==> src/rtl/uart_rx_byte_pkg.sv <==
// uart_rx_byte_pkg: FSM state encoding and bit-period helper shared by the UART blocks.
`timescale 1ns/1ps
package uart_rx_byte_pkg;
  typedef enum logic [2:0] {IDLE, START, DATA, STOP, BRK} state_t;
  function automatic int clks_per_bit(input int clk_hz, input int baud);
    return clk_hz / baud;
  endfunction
endpackage

==> src/rtl/uart_rx_byte_sync_2ff.sv <==
// sync_2ff: two-flop synchronizer for one asynchronous bit, with selectable reset value.
`timescale 1ns/1ps
module sync_2ff #(
  parameter logic RST_VAL = 1'b1
) (
  input  logic clk,
  input  logic rst_n,
  input  logic d,
  output logic q
);
  logic m;
  always_ff @(posedge clk or negedge rst_n)
    if (!rst_n) {q, m} <= {RST_VAL, RST_VAL};
    else {q, m} <= {m, d};
endmodule

==> src/rtl/uart_rx_byte.sv <==
// uart_rx_byte: 8N1 LSB-first serial receiver with mid-bit sampling, framing-error flag and break hold-off.
`timescale 1ns/1ps
module uart_rx_byte
  import uart_rx_byte_pkg::*;
#(
  parameter int CLK_HZ = 50_000_000,
  parameter int BAUD   = 115200
) (
  input  logic       clk,
  input  logic       rst_n,
  input  logic       rxd,
  output logic [7:0] rx_data,
  output logic       valid,
  output logic       frame_err,
  output logic       busy
);
  localparam int N  = clks_per_bit(CLK_HZ, BAUD);
  localparam int CW = $clog2(N);
  if (N < 8) begin : g_bad_rate
    $error("uart_rx_byte: CLK_HZ/BAUD must be at least 8");
  end
  logic          rx_s;
  state_t        state;
  logic [CW-1:0] cnt;
  logic [2:0]    bitn;
  logic [7:0]    sh;
  sync_2ff #(.RST_VAL(1'b1)) u_sync (.clk(clk), .rst_n(rst_n), .d(rxd), .q(rx_s));
  // busy is registered alongside state so it tracks state != IDLE exactly
  always_ff @(posedge clk or negedge rst_n)
    if (!rst_n) begin
      state     <= IDLE;
      cnt       <= '0;
      bitn      <= '0;
      sh        <= '0;
      rx_data   <= '0;
      valid     <= 1'b0;
      frame_err <= 1'b0;
      busy      <= 1'b0;
    end else begin
      valid     <= 1'b0;
      frame_err <= 1'b0;
      case (state)
        IDLE:
          if (!rx_s) begin
            state <= START;
            cnt   <= '0;
            busy  <= 1'b1;
          end
        START:
          if (cnt == CW'(N/2 - 1)) begin
            cnt   <= '0;
            bitn  <= '0;
            state <= rx_s ? IDLE : DATA;
            busy  <= !rx_s;
          end else cnt <= cnt + 1'b1;
        DATA:
          if (cnt == CW'(N - 1)) begin
            cnt  <= '0;
            sh   <= {rx_s, sh[7:1]};
            bitn <= bitn + 1'b1;
            if (bitn == 3'd7) state <= STOP;
          end else cnt <= cnt + 1'b1;
        STOP:
          if (cnt == CW'(N - 1)) begin
            cnt <= '0;
            if (rx_s) begin
              rx_data <= sh;
              valid   <= 1'b1;
              state   <= IDLE;
              busy    <= 1'b0;
            end else begin
              frame_err <= 1'b1;
              state     <= BRK;
            end
          end else cnt <= cnt + 1'b1;
        BRK:
          if (rx_s) begin
            state <= IDLE;
            busy  <= 1'b0;
          end
        default: begin
          state <= IDLE;
          busy  <= 1'b0;
        end
      endcase
    end
endmodule
==> config.mk <==
export PLATFORM = sky130hd
export DESIGN_NAME = uart_rx_byte
export DESIGN_NICKNAME = d
export VERILOG_FILES = /design/src/rtl/uart_rx_byte_pkg.sv /design/src/rtl/uart_rx_byte_sync_2ff.sv /design/src/rtl/uart_rx_byte.sv
export SDC_FILE = /design/constraint.sdc
export NUM_CORES = 1
export LEC_CHECK = 0
export CORE_MARGIN = 2
export CORE_UTILIZATION = 51
export CTS_CLUSTER_DIAMETER = 80
export DETAILED_ROUTE_END_ITERATION = 8
export PLACE_DENSITY = 0.81
export SYNTH_ARGS = -nofsm -noshare
export SYNTH_HDL_FRONTEND = slang
export SYNTH_SLANG_ARGS = --single-unit
==> constraint.sdc <==
create_clock -name clk -period 1.7 [get_ports clk]
set_input_delay 0.51 -clock clk [delete_from_list [all_inputs] [get_ports clk]]
set_output_delay 0.51 -clock clk [all_outputs]
set_load 0.005 [all_outputs]
==> flow_metrics.env, run 1 <==
export IMPL_synth_nets=160
export IMPL_yosysWarnings=0
export IMPL_ys_seq_elements=36
export IMPL_crit_buf_inv=1
export IMPL_die_area_um2=3940
export IMPL_postRouteWirelength_um=3890
export IMPL_cts_tree="built"
export IMPL_io_pin_count=14
export IMPL_fin_crit_sh_pct=102
export IMPL_fp_dieW_um=62.7
export IMPL_drtPass1Iterations=4
export IMPL_vias_per_cell=5.67
export IMPL_diodes=0
export IMPL_cp_slowest_cell="dfrtp_1"
export IMPL_netlist_area_leader_share_pct=48.4
export IMPL_power_uw=1380
export IMPL_overflow=0
export IMPL_postCtsHoldBufs=0
export IMPL_setup_ws_ps=-37.7
export IMPL_fmax_mhz=575
export IMPL_syn2layout_area_growth_pct=28.8
export IMPL_utilization_pct=67.9
export IMPL_clk_path_buf_depth=2
export IMPL_finalSetupTns_ps=-184
export IMPL_core_area_um2=3340
export IMPL_hp_class="flop to flop"
export IMPL_rsz0062_at_grt="yes"
export IMPL_power_per_cell_area_nw_per_um2=608
export IMPL_final_common_cell="dfrtp_1"
export IMPL_outcome="finished, violations left"
export IMPL_maxCapViolations=0
export IMPL_drv_slew=0
export IMPL_syn_avg_cell_area_um2=11.6
export IMPL_worst_slew_pin_slew_ps=479
export IMPL_cp_max_fo=5
export IMPL_final_antenna_net_count=0
export IMPL_clkTransAtPathRegs_ps=100
export IMPL_slowest_delay_ps=410
export IMPL_synth_edff_count=0
export IMPL_syn_area_um2=1760
export IMPL_grt_use_total_pct=22.7
export IMPL_numPortBuffers=13
export IMPL_start_kind="flop"
export IMPL_yosys_top_cells_area="dfrtp_1 (48%), mux2_4 (6.8%), mux2_2 (5.8%)"
export IMPL_cp_arrival_ps=1980
export IMPL_dp_cells=229
export IMPL_final_cells=244
export IMPL_via_count=1383
export IMPL_syn_inst=152
export IMPL_cts_sinks=36
export IMPL_cp_data_required_time_ps=1940
export IMPL_ys_flop_type="dfrtp_1"
export IMPL_grt_pass1_wl_um=6840
export IMPL_most_common_layout_cells="dfrtp_1 (33), buf_4 (28), nand2_1 (19)"
export IMPL_vdd_drop_max_mv=0.417
export IMPL_root_buffer="clkbuf_4"
export IMPL_yosysSeqAreaShare_pct=51.4
export IMPL_path_class="flop to flop"
export IMPL_antenna_found_initial=0
export IMPL_insertion_delay_ps=340
export IMPL_async_flop_share_pct=100
export IMPL_cp_end_kind="flop"
export IMPL_drive_gt1_share_pct=36.4
export IMPL_setup_violations=6
export IMPL_power_leakage_uw=0.00114
export IMPL_gp_congestion=0.889
export IMPL_grt_pass1_vias=1507
export IMPL_crit_chain="inv_2 -> ha_4 -> and4bb_4 -> and2_4 -> and4_4 -> mux2_4"
export IMPL_fin_nets=205
export IMPL_rows=21
export IMPL_die_height_um=62.7
export IMPL_start_util_pct=52.7
export IMPL_relSlewSlack_pct=68.0
export IMPL_crit_family="simple AND/OR/NAND/NOR gates"
export IMPL_finalHoldViolations=0
export IMPL_htreeDepth=2
export IMPL_grt_max_degree=37
export IMPL_fin_skew_ps=4.93
export IMPL_hold_ws_ps=364
export IMPL_post_drt_wl_per_cell_um=16.0
export IMPL_numCtsBuffers=5
export IMPL_yosysTopAreaCell="dfrtp_1"
export IMPL_drt_initial_drc_count=71
export IMPL_violations="negative setup slack"
export IMPL_ys_types=44
export IMPL_finalCriticalPeriod_ps=1740
export IMPL_dpl_hpwl_um=2610
export IMPL_drcViolationCount=0
-- path summary, 6_finish.rpt --
| kind | startpoint | to | slack [ps] | cells past startpoint |
|---|---|---|---|---|
| max | cnt[1] | rx_data[2] | -40 | 6 |
| min | u_sync.m | u_sync.q | 360 | 0 |
| max reg2reg | cnt[1] | rx_data[2] | -40 | 6 |
| min reg2reg | u_sync.m | u_sync.q | 360 | 0 |
| max in group asynchronous | rst_n | u_sync.m | 930 | 2 |
| min in group asynchronous | rst_n | cnt[6] | 520 | 2 |
-- cell usage after synthesis, drive strengths merged (2+ instances only) --
cell / instances
o21ai: 6
a21oi: 5
ha: 5
a21o: 2
o22ai: 3
o211ai: 4
nor3: 3
nand3: 6
nor2: 7
and4: 2
dfstp: 2
buf: 5
inv: 6
dfrtp: 34
a22o: 2
mux2: 17
and2b: 2
nor2b: 2
nand2: 19
-- cell type report --
type / count / area (um2)
Clock buffer: 7 / 55.1
Clock inverter: 1 / 7.51
Fill cell: 250 / 1070
Inverter: 6 / 22.5
Multi-Input combinational cell: 105 / 852
Sequential cell: 36 / 905
Tap cell: 46 / 57.6
Timing Repair Buffer: 43 / 367
-- where the power goes --
group | switching (uW) | internal (uW) | total [uW]
Clock | 281 | 202 | 483
Sequential | 5.34 | 860 | 866
Combinational | 19.0 | 10.8 | 29.8
-- worst register-to-register path, delay by kind of cell, from the launching register on --
kind                       cells  cell delay [ps]
and+or+nand+nor                3              700
DFF                            1              410
muxes                          1              310
adders and majority gates      1              120
buffers and inverters          1               90
-- per-stage QoR --
stage	area [um2]	setup WS, ps
final	2270	-37.7
after global routing	2270	-93.4
after floorplan	1770	-61.4
after detailed placement	2120	-56.7
after CTS	2230	-29.2
after global placement	2120	2.50
-- flip-flops by register name, indices dropped and copies added (netlist names) --
name       cells
sh             8
frame_err      1
busy           1
cnt            9
bitn           3
state          3
valid          1
u_sync.q       1
u_sync.m       1
rx_data        8
-- what timing repair did --
action / in CTS / in global routing
setup endpoints to repair: 22 / 15
cloned: 1 / 0
buffers inserted: 6 / 0
pin swaps: 1 / 3
resized for setup: 13 / 11
-- metal layers --
metal	up-vias	track usage, %	wire length, um
met2	56	37.8	1930
met4	0	11.4	133
li1	643	-	-
met5	-	0	0
met3	16	6.67	223
met1	668	26.8	1610
-- kinds of logic after synthesis --
group | count (synthesis) | share of synthesized area [%]
fa+ha+maj | 5 | 3.56
mux | 17 | 12.6
flops | 36 | 51.4
buf+inv | 12 | 3.63
compound gates | 32 | 12.8
simple gates | 50 | 16.1
(Power assumes the default switching activity.)
==> inputs of run 2 (changes only) <==
==> constraint.sdc (replaced) <==
create_clock -name clk -period 1.5 [get_ports clk]
set_input_delay 0.45 -clock clk [delete_from_list [all_inputs] [get_ports clk]]
set_output_delay 0.45 -clock clk [all_outputs]
set_load 0.005 [all_outputs]
==> flow_metrics.env, run 2 (same netlist as run 1, synthesis figures left out) <==
export IMPL_start_kind="flop"
export IMPL_hp_class="flop to flop"
export IMPL_preCtsSetupSlack_ps=-251
export IMPL_startpoint="cnt[1]"
export IMPL_largest_register="cnt"
export IMPL_via_count=1423
export IMPL_crit_buf_inv=1
export IMPL_finalHoldViolations=0
export IMPL_drt_initial_drc_count=78
export IMPL_finalSetupTns_ps=-4980
export IMPL_finalCriticalPeriod_ps=1750
export IMPL_grt_pass1_wl_um=6970
export IMPL_postRouteWirelength_um=4260
export IMPL_regArea_um2=905
export IMPL_worst_slew_pin_slew_ps=466
export IMPL_largestRegisters="cnt x9, rx_data x8, sh x8"
export IMPL_antenna_found_initial=0
export IMPL_cp_arrival_ps=2000
export IMPL_cp_data_required_time_ps=1750
export IMPL_power_per_cell_area_nw_per_um2=636
export IMPL_most_common_layout_cells="dfrtp_1 (33), buf_4 (33), nand2_1 (19)"
export IMPL_numPortBuffers=13
export IMPL_vdd_drop_max_mv=0.579
export IMPL_io_pin_count=14
export IMPL_die_height_um=62.7
export IMPL_largest_reg_flops=9
export IMPL_root_buffer="clkbuf_4"
export IMPL_maxCapViolations=0
export IMPL_relSlewSlack_pct=69.0
export IMPL_setup_ws_ps=-254
export IMPL_core_area_um2=3340
export IMPL_start_util_pct=52.7
export IMPL_syn2layout_area_growth_pct=41.0
export IMPL_gp_congestion=0.862
export IMPL_fmax_mhz=570
export IMPL_fin_crit_sh_pct=117
export IMPL_clk_path_buf_depth=2
export IMPL_cp_max_fo=5
export IMPL_htreeDepth=2
export IMPL_slowest_delay_ps=410
export IMPL_overflow=0
export IMPL_cts_tree="built"
export IMPL_rows=21
export IMPL_cp_endpoint="rx_data[6]"
export IMPL_fin_nets=215
export IMPL_power_leakage_uw=0.00119
export IMPL_rsz0062_at_grt="yes"
export IMPL_multi_input_area_um2=966
export IMPL_postCtsHoldBufs=0
export IMPL_drcViolationCount=0
export IMPL_die_area_um2=3940
export IMPL_hold_ws_ps=361
export IMPL_drtPass1Iterations=4
export IMPL_numCtsBuffers=5
export IMPL_outcome="finished, violations left"
export IMPL_grt_use_total_pct=22.9
export IMPL_cp_slowest_cell="dfrtp_1"
export IMPL_grt_max_degree=37
export IMPL_cp_end_kind="flop"
export IMPL_violations="negative setup slack"
export IMPL_reg2reg_slack_ps=-250
export IMPL_post_drt_wl_per_cell_um=16.8
export IMPL_drv_slew=0
export IMPL_drive_gt1_share_pct=45.7
export IMPL_diodes=0
export IMPL_final_antenna_net_count=0
export IMPL_path_class="flop to flop"
export IMPL_r2r_end="rx_data[6]"
export IMPL_cts_sinks=36
export IMPL_worst_path_stages=6
export IMPL_fp_dieW_um=62.7
export IMPL_grt_pass1_vias=1443
export IMPL_clkTransAtPathRegs_ps=110
export IMPL_dpl_hpwl_um=2690
export IMPL_insertion_delay_ps=360
export IMPL_r2r_cells=6
export IMPL_crit_family="simple AND/OR/NAND/NOR gates"
export IMPL_fillers=209
export IMPL_worst_r2r_startpoint="cnt[1]"
export IMPL_power_uw=1580
export IMPL_fin_skew_ps=11.1
export IMPL_crit_chain="inv_2 -> ha_4 -> and4bb_4 -> and2_4 -> and4_4 -> mux2_4"
export IMPL_setup_violations=31
export IMPL_vias_per_cell=5.60
==> run 2: what timing repair did <==
action                     4_1_cts  5_1_grt
pin swaps                        3        9
setup endpoints to repair       42       40
gates resized for setup         28       22
setup buffers                    9        6
gates cloned                     1        0
==> run 2: stage by stage <==
| step | cell area, um2 | cells | utilization (%) |
|---|---|---|---|
| floorplan | 1800 | 152 | - |
| global placement | 2160 | 231 | 64.8 |
| detailed placement | 2160 | 231 | 64.8 |
| CTS | 2350 | 249 | 70.5 |
| global route | 2480 | 254 | 74.3 |
| finish | 2480 | 254 | 74.3 |
==> run 2: layout make-up <==
type / count / area share [%]
clock buffer: 7 / 2.22
inverter: 6 / 0.908
tap: 46 / 2.32
sequential: 36 / 36.5
multi-input combinational: 105 / 39.0
clock inverter: 1 / 0.303
timing repair buffer: 53 / 18.8
==> run 2: report_power, final <==
group	internal (uW)	switching [uW]	total (uW)	leakage (uW)
clock network	229	329	558	0.0000315
registers	975	1.75	977	0.000474
logic	15.8	27.8	43.6	0.000682
==> run 2: worst min-delay path by stage <==
stage | slack [ps] | to | startpoint | cells past startpoint
finish | 360 | u_sync.q | u_sync.m | 0
global route | 370 | u_sync.q | u_sync.m | 0
CTS | 360 | u_sync.q | u_sync.m | 0
detailed placement | 350 | u_sync.q | u_sync.m | 0
global placement | 350 | u_sync.q | u_sync.m | 0
floorplan | 150 | bitn[0] | rst_n | 0
==> run 2: routing by layer <==
layer  wire [um]  share of wire, %  track usage, %  vias to the layer above
li1            -                 -               -                      668
met1        1800                42            28.6                      708
met2        2190                51            38.3                       38
met3         181               4.2            5.77                        9
met4          92               2.2            8.89                        0
met5           0                 0               0                        -
==> run 2: worst register-to-register path, delay by kind of cell, from the launching register on <==
family | cells | cell delay [ps]
buffers and inverters | 1 | 90
AND/OR/NAND/NOR | 3 | 710
multiplexers | 1 | 320
flip-flops | 1 | 410
adder cells (fa/ha/maj) | 1 | 120
